**config.mk**
```make
export PLATFORM = sky130hd
export DESIGN_NAME = axi_crc_top
export DESIGN_NICKNAME = d
export VERILOG_FILES = /design/src/rtl/axi_crc_pkg.sv /design/src/rtl/crc32_word.sv /design/src/rtl/axi_crc_top.sv
export SDC_FILE = /design/constraint.sdc
export NUM_CORES = 1
export LEC_CHECK = 0
export ABC_AREA = 1
export CAP_MARGIN = 20
export CORE_ASPECT_RATIO = 0.75
export CORE_MARGIN = 5
export CORE_UTILIZATION = 35
export CTS_CLUSTER_SIZE = 8
export DETAILED_ROUTE_END_ITERATION = 16
export SYNTH_ARGS = -nofsm -noshare
export SYNTH_HDL_FRONTEND = slang
export SYNTH_SLANG_ARGS = --single-unit
```
**constraint.sdc**
```tcl
create_clock -name ACLK -period 5 [get_ports ACLK]
set_input_delay 0.5 -clock ACLK [delete_from_list [all_inputs] [get_ports ACLK]]
set_output_delay 0.5 -clock ACLK [all_outputs]
set_load 0.02 [all_outputs]
```
**src/rtl/axi_crc_pkg.sv**
```systemverilog
// rtl/axi_crc_pkg.sv - shared constants and channel state types for the AXI-Lite CRC-32 block
package axi_crc_pkg;

  localparam int unsigned OFF_SEED   = 32'h00;
  localparam int unsigned OFF_DATA   = 32'h04;
  localparam int unsigned OFF_RESULT = 32'h08;

  localparam logic [1:0] RESP_OKAY   = 2'b00;
  localparam logic [1:0] RESP_SLVERR = 2'b10;

  localparam logic [31:0] CRC32_POLY_REFL = 32'hEDB88320;
  localparam logic [31:0] CRC32_INIT      = 32'hFFFFFFFF;

  typedef enum logic [1:0] {W_IDLE, W_ACCEPT, W_RESP} wr_state_e;
  typedef enum logic [1:0] {R_IDLE, R_ACCEPT, R_DATA} rd_state_e;

endpackage

```
**src/rtl/crc32_word.sv**
```systemverilog
// rtl/crc32_word.sv - combinational CRC-32 advance over one 32-bit word, LSB first
module crc32_word
  import axi_crc_pkg::*;
(
  input  logic [31:0] crc_in,
  input  logic [31:0] data,
  output logic [31:0] crc_out
);

  // Reflected form: bit 0 of the word enters first, so byte [7:0] is processed first.
  always_comb begin
    logic [31:0] c;
    c = crc_in;
    for (int i = 0; i < 32; i++) begin
      if (c[0] ^ data[i]) c = (c >> 1) ^ CRC32_POLY_REFL;
      else                c = c >> 1;
    end
    crc_out = c;
  end

endmodule

```
**src/rtl/axi_crc_top.sv**
```systemverilog
// rtl/axi_crc_top.sv - AXI-Lite slave exposing seed/data/result registers of a CRC-32 engine
module axi_crc_top
  import axi_crc_pkg::*;
#(
  parameter int ADDR_WIDTH = 8,
  parameter int DATA_WIDTH = 32
) (
  input  logic                  ACLK,
  input  logic                  ARESETn,
  input  logic                  s_awvalid,
  output logic                  s_awready,
  input  logic [ADDR_WIDTH-1:0] s_awaddr,
  input  logic                  s_wvalid,
  output logic                  s_wready,
  input  logic [DATA_WIDTH-1:0] s_wdata,
  output logic                  s_bvalid,
  input  logic                  s_bready,
  output logic [1:0]            s_bresp,
  input  logic                  s_arvalid,
  output logic                  s_arready,
  input  logic [ADDR_WIDTH-1:0] s_araddr,
  output logic                  s_rvalid,
  input  logic                  s_rready,
  output logic [DATA_WIDTH-1:0] s_rdata,
  output logic [1:0]            s_rresp
);

  wr_state_e   w_state;
  rd_state_e   r_state;
  logic [31:0] crc_state;
  logic [31:0] seed_q;
  logic [31:0] data_q;
  logic [31:0] crc_next;

  crc32_word u_crc32_word (
    .crc_in (crc_state),
    .data   (s_wdata[31:0]),
    .crc_out(crc_next)
  );

  always_ff @(posedge ACLK) begin
    if (ARESETn) begin
      w_state   <= W_IDLE;
      s_awready <= 1'b0;
      s_wready  <= 1'b0;
      s_bvalid  <= 1'b0;
      s_bresp   <= RESP_OKAY;
      crc_state <= CRC32_INIT;
      seed_q    <= CRC32_INIT;
      data_q    <= '0;
    end else begin
      case (w_state)
        W_IDLE: begin
          if (s_awvalid && s_wvalid) begin
            w_state   <= W_ACCEPT;
            s_awready <= 1'b1;
            s_wready  <= 1'b1;
          end
        end
        W_ACCEPT: begin
          s_awready <= 1'b0;
          s_wready  <= 1'b0;
          // A master that dropped either valid during the ready cycle gets nothing committed.
          if (s_awvalid && s_wvalid) begin
            w_state  <= W_RESP;
            s_bvalid <= 1'b1;
            s_bresp  <= RESP_OKAY;
            if (s_awaddr == ADDR_WIDTH'(OFF_SEED)) begin
              seed_q    <= s_wdata[31:0];
              crc_state <= s_wdata[31:0];
            end else if (s_awaddr == ADDR_WIDTH'(OFF_DATA)) begin
              data_q    <= s_wdata[31:0];
              crc_state <= crc_next;
            end else begin
              s_bresp <= RESP_SLVERR;
            end
          end else begin
            w_state <= W_IDLE;
          end
        end
        W_RESP: begin
          if (s_bready) begin
            w_state  <= W_IDLE;
            s_bvalid <= 1'b0;
            s_bresp  <= RESP_OKAY;
          end
        end
        default: w_state <= W_IDLE;
      endcase
    end
  end

  always_ff @(posedge ACLK) begin
    if (ARESETn) begin
      r_state   <= R_IDLE;
      s_arready <= 1'b0;
      s_rvalid  <= 1'b0;
      s_rdata   <= '0;
      s_rresp   <= RESP_OKAY;
    end else begin
      case (r_state)
        R_IDLE: begin
          if (s_arvalid) begin
            r_state   <= R_ACCEPT;
            s_arready <= 1'b1;
          end
        end
        R_ACCEPT: begin
          s_arready <= 1'b0;
          if (s_arvalid) begin
            r_state  <= R_DATA;
            s_rvalid <= 1'b1;
            s_rresp  <= RESP_OKAY;
            if (s_araddr == ADDR_WIDTH'(OFF_SEED))        s_rdata <= DATA_WIDTH'(seed_q);
            else if (s_araddr == ADDR_WIDTH'(OFF_DATA))   s_rdata <= DATA_WIDTH'(data_q);
            else if (s_araddr == ADDR_WIDTH'(OFF_RESULT)) s_rdata <= DATA_WIDTH'(~crc_state);
            else begin
              s_rdata <= '0;
              s_rresp <= RESP_SLVERR;
            end
          end else begin
            r_state <= R_IDLE;
          end
        end
        R_DATA: begin
          if (s_rready) begin
            r_state  <= R_IDLE;
            s_rvalid <= 1'b0;
            s_rdata  <= '0;
            s_rresp  <= RESP_OKAY;
          end
        end
        default: r_state <= R_IDLE;
      endcase
    end
  end

endmodule

```
==> results.json <==
{
  "outcome": "finished clean",
  "routabilityCongestion": 0.990,
  "synth_seq_area_share_pct": 25.2,
  "fmax_mhz": 234,
  "hp-class": "in2reg",
  "synthArstFlopShare_pct": 0,
  "wl_per_cell_um": 19.6,
  "die_h_um": 163,
  "initialDrtViolationCount": 1351,
  "area_growth_pct": 18.5,
  "clk_path_buf_depth": 2,
  "fin_nets": 1884,
  "required_ns": 5.34,
  "grt_pass1_vias": 10499,
  "grtUsageMet1_pct": 36.8,
  "die_w_um": 214,
  "maxCapViolations": 0,
  "n_antenna_cell": 0,
  "synth_area_leaders": "dfxtp_1 (25%), nand2_1 (22%), nand3_1 (7.5%)",
  "slew_headroom_pct": 28.7,
  "worst_slew_pin_slew_ns": 1.07,
  "synth_edf_count": 0,
  "top_usage_layer": "met2",
  "finalSetupViolCount": 0,
  "crit_path_end_kind": "flip-flop",
  "yosys.area.top_type": "dfxtp_1",
  "syn-cell-area_mm2": 0.0110,
  "dr.pass1.iters": 6,
  "clock_sink_count": 138,
  "grt.total_usage_pct": 24.6,
  "synth_most_common_cell": "nand2_1",
  "core_area_mm2": 0.0310,
  "finalSetupTns_ns": 0,
  "vias_per_cell": 5.33,
  "fp-row-count": 56,
  "grt_overflow": 0,
  "layout-drive-gt1-share_pct": 12.2,
  "cp.arrival_ns": 4.62,
  "crit_type": "in2reg",
  "peakVddDrop_uv": 190,
  "path_max_fanout": 20,
  "ys_seq_elements": 138,
  "numCtsBuffers": 17,
  "clock_skew_ns": 0.0213,
  "via_count": 11990,
  "ys.flop_type": "dfxtp_1",
  "synth_top_area_share_pct": 25.2,
  "synth_cell_type_count": 46,
  "cts_tree": "built",
  "post-route-util_pct": 41.8,
  "powerDensity_mw_per_mm2": 440,
  "yosys_warnings": 0,
  "start_util_pct": 35.3,
  "fin_crit_ns": 4.28,
  "insertion_delay_ns": 0.45,
  "start_kind": "input pin",
  "ios": 96,
  "rsz0062_at_grt": "no",
  "synthCells": 1762,
  "use_met2_pct": 37.0,
  "drc": 0,
  "finalInstanceArea_mm2": 0.0130,
  "grt_antenna_before_repair": 0,
  "dp_hpwl_um": 34900,
  "cts_resized": 0,
  "yosys-top-cells-count": "nand2_1 (630), nand3_1 (165), a21oi_1 (145)",
  "power_leakage_nw": 6.37,
  "grt_use_met3_pct": 4.58,
  "htree_levels": 4,
  "grt_pass1_wl_um": 65900,
  "dieArea_mm2": 0.0350,
  "clockRootBuffer": "clkbuf_16",
  "hold_violations": 0,
  "path_clk_slew_ns": 0.07,
  "holdWs_ns": 0.449,
  "wl_um": 44200,
  "total_power_mw": 5.71,
  "cts-hold-fix-buffers": 0,
  "post_cts_buffers": 0,
  "placed_area_mm2": 0.0122,
  "drtAntennaViolNets": 0,
  "port_buffers": 93,
  "finalCritPeriodShare_pct": 85.5,
  "avgSynthCellArea_um2": 6.22,
  "maxSlewViolCount": 0,
  "grt_max_degree": 73
}
[placed cells by master, fill, tap and decap left out, types with 4 or more instances in the layout]
cell,count
a21oi_1,145
o21ai_0,82
nand3_1,165
nor2_1,31
dfxtp_1,138
nand3_2,14
clkbuf_16,17
nand4_1,4
nand2_4,42
buf_4,15
o21ai_1,5
bufinv_16,7
xor2_1,72
xnor2_1,26
inv_2,30
clkdlybuf4s50_1,92
inv_1,131
o211ai_1,65
nand3b_1,7
nand2_1,630
nand2_2,69
[through the flow]
step / instances / worst slack (ns)
after floorplan: 1763 / 2.24
after global placement: 2213 / 0.525
after detailed placement: 2214 / 0.544
after CTS: 2246 / 1.00
after global routing: 2248 / 0.634
final: 2248 / 0.723
[power breakdown]
group	leakage (nW)	switching [mW]	internal, mW	total [mW]
clock	0.337	0.530	1.00	1.53
sequential	1.12	0.00272	1.10	1.11
combinational	4.91	2.17	0.897	3.07
total	6.37	2.70	3.00	5.71
[final cells by class]
type                    instances  area [um2]
multi-input cells            1395        7280
fillers                      3276       18100
flip-flops and latches        138        2760
inverters                     166         631
well taps                     406         508
clock inverters                14         265
clock buffers                  18         439
repair buffers                111        1100
[critical path: stages]
cell and delay, ns:
clkdlybuf4s50_1 0.39, or4_1 0.63, nor4_1 0.25, inv_1 0.19
nor2_1 0.61, clkinv_1 0.19, buf_4 0.28, a211oi_1 0.82
nand3_1 0.52, nand2_1 0.18, inv_1 0.05
[cell families (layout without fill, tap and decap cells)]
group,after synthesis,in the layout,synth area share (%)
buffers and inverters,230,309,8.43
AO/OA/AOI/OAI,307,307,15.8
XOR/XNOR,101,101,8.38
flip-flops,138,138,25.2
AND/OR/NAND/NOR,985,985,42.2
other,1,2,0.0342
[path summary, 6_finish.rpt]
| kind | start | to | slack, ns | cells after the start |
|---|---|---|---|---|
| setup / recovery | s_awaddr[1] | crc_state[5]$_SDFFE_PP1P_ | 0.72 | 11 |
| hold / removal | ARESETn | seed_q[26]$_SDFFE_PP1P_ | 0.45 | 3 |
| setup reg to reg | crc_state[0]$_SDFFE_PP1P_ | crc_state[5]$_SDFFE_PP1P_ | 1.03 | 25 |
| hold reg to reg | s_rdata[26]$_SDFFE_PP0P_ | s_rdata[26]$_SDFFE_PP0P_ | 0.46 | 2 |
[per-layer routing]
layer | routed length [um] | up-vias
met5 | 0 | -
met4 | 438 | 0
met3 | 3850 | 32
met2 | 18900 | 484
met1 | 21000 | 5634
li1 | - | 5840
[registers in the layout, indices dropped and copies added, names as in the netlist]
name       flops
crc_state     32
data_q        32
r_state        2
s_arready      1
s_bresp        1
s_bvalid       1
s_rdata       32
s_rresp        1
s_rvalid       1
s_wready       1
seed_q        32
w_state        2
Note: power is estimated with default switching activity, not from simulation.
==> variant 1 (config.mk and constraints unchanged) <==
Make the reset (`ARESETn`) asynchronous in 2 clocked blocks.
--- a/src/rtl/axi_crc_top.sv
+++ b/src/rtl/axi_crc_top.sv
@@ -38,7 +38,7 @@
     .crc_out(crc_next)
   );
 
-  always_ff @(posedge ACLK) begin
+  always_ff @(posedge ACLK or posedge ARESETn) begin
     if (ARESETn) begin
       w_state   <= W_IDLE;
       s_awready <= 1'b0;
@@ -90,7 +90,7 @@
     end
   end
 
-  always_ff @(posedge ACLK) begin
+  always_ff @(posedge ACLK or posedge ARESETn) begin
     if (ARESETn) begin
       r_state   <= R_IDLE;
       s_arready <= 1'b0;
Formal check against the unedited RTL: not equivalent (a bounded check fails within 4 cycles, from zero or initial values and one cycle with ARESETn high; the reset may be asserted at any time).
==> variant 1 against the unedited design <==
  * Sequential cell count is the same
  * Clock power shrank 22%
  * Total power shrank 4.1%
  * Register-to-register slack better by 0.08 ns
  * Wire length shrank 8.9%
  * Worst setup slack better by 0.31 ns
  * Design area rose by 1.3%
  * Global-route usage fell by 2.1 points
  * Area after synthesis up 2.7%
  * Largest power group unchanged
==> variant 1: results (changes against the unedited design) <==
[min_path]
hp-class = reg -> reg  ; was in -> reg

[finish]
antenna_cells = 3  ; was 0
nNonClkBuffers = 105  ; was 111
buffer_area_share_pct = 7.96  ; was 8.48%
clockBufferCount = 21  ; was 18
clk_share_pct = 4.16  ; was 5.43%
seq_area_sq_um = 3530  ; was 2760 sq um
drive_gt1_share_pct = 15.2  ; was 12.2%
inverters = 188  ; was 166
multi_input_area_sq_um = 6780  ; was 7280 sq um
multi_input_gates = 1296  ; was 1,395
finalNetCount = 1801  ; was 1,884
n_fill_cell = 3264  ; was 3,276

[power]
peakVddDrop_v = 0.000233  ; was 0.000190 V
power.switching_uw = 2630  ; was 2700 uW
p_leak_uw = 0.00647  ; was 0.00637 uW

[critical_path]
crit_arrival_ns = 4.32  ; was 4.62 ns
path_max_fanout = 12  ; was 20

[synth]
yosys.cell_types.count = 42  ; was 46
async_flop_share_pct = 100  ; was 0%
yosys_warnings = 0  ; unchanged
synthTopCellsByArea = nand2_1 (21%), dfrtp_1 (16%), dfstp_2 (15%)  ; was dfxtp_1 (25%), nand2_1 (22%), nand3_1 (7.5%)
synth_ff_type = dfrtp_1  ; was dfxtp_1
ys_seq_area_share_pct = 31.4  ; was 25.2%
synthTopCellsByCount = nand2_1 (634), inv_1 (158), nand3_1 (142)  ; was nand2_1 (630), nand3_1 (165), a21oi_1 (145)

[clock_network]
clock_latency_ns = 0.43  ; was 0.45 ns
cts_max_path_buffers = 2  ; unchanged
numCtsBuffers = 17  ; unchanged
clkTransAtPathRegs_ns = 0.06
post_cts_buffers = 0  ; unchanged
ctsResizeCount = 0  ; unchanged
cts_max_level = 4  ; unchanged
cts_root_buffer = clkbuf_16  ; unchanged
cts_sinks = 138  ; unchanged

[global_routing]
track_usage_pct = 22.5  ; was 24.6%
antenna_found_initial = 0  ; unchanged
first_global_vias = 10300  ; was 10,500
grt_max_degree = 102  ; was 73
grt_pass1_wl_mm = 62.2  ; was 65.9 mm

[routing]
wl_per_cell_microns = 18.6  ; was 19.6 microns
drtIter0Drc = 1328  ; was 1,351
via_per_inst = 5.11  ; was 5.33
drt_pre_antenna_iters = 6  ; unchanged

[timing]
clock_skew_ns = 0.00942  ; was 0.0213 ns
worst_pin_slew_ns = 0.903  ; was 1.07 ns

[placement]
dp_hpwl_mm = 31.5  ; was 34.9 mm
io_buffer_count = 93  ; unchanged
gp_congestion = 1.00  ; was 0.990

[run_status]
outcome = completed  ; unchanged

==> variant 1: changes by cell type in the layout (fill, tap and decap cells not counted), sizes merged, moves of 25 or more <==
cell,delta
a21oi,-75
dfrtp,+74
dfstp,+64
dfxtp,-138
nand3,-25
o211ai,-65
o22ai,+34
o31ai,+33
==> variant 1: power groups by stage <==
stage                     Clock (uW)  Combinational [uW]  Sequential (uW)
after global routing            1270                3400             1190
after detailed placement           0                3070             1200
after global placement             0                3080             1200
after CTS                       1210                3080             1190
after floorplan                    0                2140             1220
final                           1190                3090             1190
==> variant 1: cell families (layout without fill, tap and decap cells) <==
kind of cell | Yosys count | after routing | synth area share [%]
buffers and inverters | 238 | 325 | 8.49
AOI/OAI and AO/OA | 233 | 233 | 11.5
DFF | 138 | 138 | 31.4
xor gates and xnor gates | 129 | 129 | 10.5
other | 1 | 5 | 0.0333
and+or+nand+nor | 932 | 932 | 38.0
==> variant 1: path summary, 6_finish.rpt <==
| path | from | endpoint | slack, ns | depth (start not counted) |
|---|---|---|---|---|
| worst max-delay path | s_wdata[0] | crc_state[12] | 1.04 | 24 |
| worst max register to register | crc_state[0] | crc_state[12] | 1.11 | 22 |
| min in group asynchronous | ARESETn | r_state[1] | 0.64 | 2 |
| max in group asynchronous | ARESETn | seed_q[0] | 3.25 | 3 |
| worst min register to register | s_bvalid | s_bvalid | 0.47 | 2 |
| worst min-delay path | s_bvalid | s_bvalid | 0.47 | 2 |
==> variant 1: worst max-delay path, cell delays in order <==
cell,delay (ns)
clkdlybuf4s50_1,0.46
inv_2,0.11
nand2_1,0.05
nand2_1,0.37
nand2_1,0.12
nand2_2,0.23
nand2_1,0.13
nand3_1,0.13
nand2_4,0.14
inv_2,0.20
nand2_4,0.09
nand2_4,0.15
nand2_1,0.06
nand2_1,0.08
nand2_1,0.07
nand2_1,0.23
nand2_1,0.15
nand2_4,0.16
xor2_2,0.22
xor2_1,0.20
xor2_1,0.23
nand2_1,0.09
nand2_1,0.07
nand2_1,0.05
==> variant 1: through the flow <==
stage	area, sq um	hold slack (ns)	power [uW]	setup slack (ns)	cells
floorplan	11300	0.444	3350	0.910	1672
global placement	12600	0.459	4280	0.717	2131
detailed placement	12600	0.463	4280	0.679	2131
CTS	13100	0.476	5480	1.11	2163
global route	13100	0.503	5860	0.725	2165
finish	13100	0.471	5470	1.04	2168
==> variant 1: layer usage <==
metal / GRT usage, % / part of all wire, % / vias up
met5: 0 / 0 / -
met1: 33.4 / 49 / 5181
met4: 4.05 / 1.2 / 0
met3: 6.42 / 9.5 / 32
li1: - / - / 5462
met2: 32.7 / 41 / 402
==> variant 2 (same flow settings) <==
Without the edit above. Change the parameter `ADDR_WIDTH` from 8 to 10.
--- a/src/rtl/axi_crc_top.sv
+++ b/src/rtl/axi_crc_top.sv
@@ -2,7 +2,7 @@
 module axi_crc_top
   import axi_crc_pkg::*;
 #(
-  parameter int ADDR_WIDTH = 8,
+  parameter int ADDR_WIDTH = 10,
   parameter int DATA_WIDTH = 32
 ) (
   input  logic                  ACLK,
Interface: changed (resized s_araddr and s_awaddr); port bits go from 96 to 100. The function was not compared with the original's and may differ.
==> variant 2 against the unedited design <==
  * Utilization grew 0.37 points
  * Wire length shrank 2.9%
  * Total power shrank 1.4%
  * Design area shrank 1.8%
  * Area after synthesis shrank 2.1%
  * Synthesized cell count shrank 2.7%
  * First-iteration DRC count shrank 14%
  * Sequential cell count is the same
  * Worst setup slack gained 0.13 ns
  * Sequential share of layout area grew 0.39 points
  * Register-to-register slack gained 0.17 ns
==> variant 2: results (changes against the unedited design) <==
[run_status]
outcome = completed  ; unchanged

[finish]
multi_input_gates = 1339  ; was 1,395
clockBufferCount = 21  ; was 18
n_fill_cell = 3208  ; was 3,276
drive_gt1_share_pct = 12.0  ; was 12.2%
seq_cell_count = 138  ; unchanged

[synth]
ys_seq_area_share_pct = 25.8  ; was 25.2%
synthTopCellsByArea = dfxtp_1 (26%), nand2_1 (21%), nand3_1 (9.8%)  ; was dfxtp_1 (25%), nand2_1 (22%), nand3_1 (7.5%)
synthTopCellsByCount = nand2_1 (600), nand3_1 (210), inv_1 (142)  ; was nand2_1 (630), nand3_1 (165), a21oi_1 (145)
yosys.cell_types.count = 44  ; was 46

[critical_path]
path_max_fanout = 10  ; was 20
cp_slowest_cell = clkdlybuf4s50_1  ; was a211oi_1
critPathMaxStageDelay_ns = 0.63  ; was 0.82 ns
crit_arrival_ns = 4.50  ; was 4.62 ns

[min_path]
hp-class = reg -> reg  ; was in -> reg

[routing]
wl_met1_mm = 20.0  ; was 21.0 mm
wl_met3_mm = 4.39  ; was 3.85 mm
drt_pre_antenna_iters = 5  ; was 6
wl_met2_mm = 17.8  ; was 18.9 mm

[placement]
dp_hpwl_mm = 33.5  ; was 34.9 mm
gp_congestion = 1.03  ; was 0.990
io_buffer_count = 97  ; was 93

[clock_network]
clock_latency_ns = 0.43  ; was 0.45 ns

[timing]
worst_pin_slew_ns = 0.691  ; was 1.07 ns

[global_routing]
track_usage_pct = 24.2  ; was 24.6%

[power]
p_leak_uw = 0.00615  ; was 0.00637 uW

[variant 2: report_power, final]
group | internal, uW | switching (uW)
Combinational | 955 | 2170
Clock | 887 | 504
Sequential | 1100 | 2.48
[variant 2: cells by family (layout without fill, tap and decap cells)]
logic type | Yosys count | count (layout) | share of synthesized area, %
other | 1 | 2 | 0.0350
AOI/OAI and AO/OA | 237 | 237 | 12.9
DFF | 138 | 138 | 25.8
and+or+nand+nor | 976 | 976 | 41.8
xor gates and xnor gates | 124 | 124 | 10.9
buffers and inverters | 238 | 317 | 8.60
[variant 2: worst max-delay path: cells and delay by family]
kind | cells | cell delay [ns]
simple gates | 19 | 2.63
buf+inv | 5 | 1.00
compound gates | 1 | 0.32
[variant 2: worst paths after layout]
check,startpoint,end,slack [ns],depth (start not counted)
setup / recovery,s_wdata[5],crc_state[29],0.85,25
hold / removal,s_rdata[20],s_rdata[20],0.46,2
setup reg to reg,crc_state[0],crc_state[30],1.20,21
hold reg to reg,s_rdata[20],s_rdata[20],0.46,2
[variant 2: stage by stage]
stage          hold slack (ns)  setup WS, ns  instance area (sq um)  std cells  util (%)
2_1_floorplan            0.447          2.22                  10700       1715         -
3_3_place_gp             0.451         0.611                  12000       2160      39.9
3_5_place_dp             0.457         0.598                  12000       2160      39.9
4_1_cts                  0.467          1.03                  12700       2191      42.0
5_1_grt                  0.479         0.742                  12700       2193      42.2
6_report                 0.462         0.855                  12700       2193      42.2
[variant 2: layer usage]
layer,vias to the layer above,global-route usage [%]
met5,-,0
met4,0,5.00
met3,46,6.41
met2,471,34.9
met1,5458,36.1
li1,5648,-
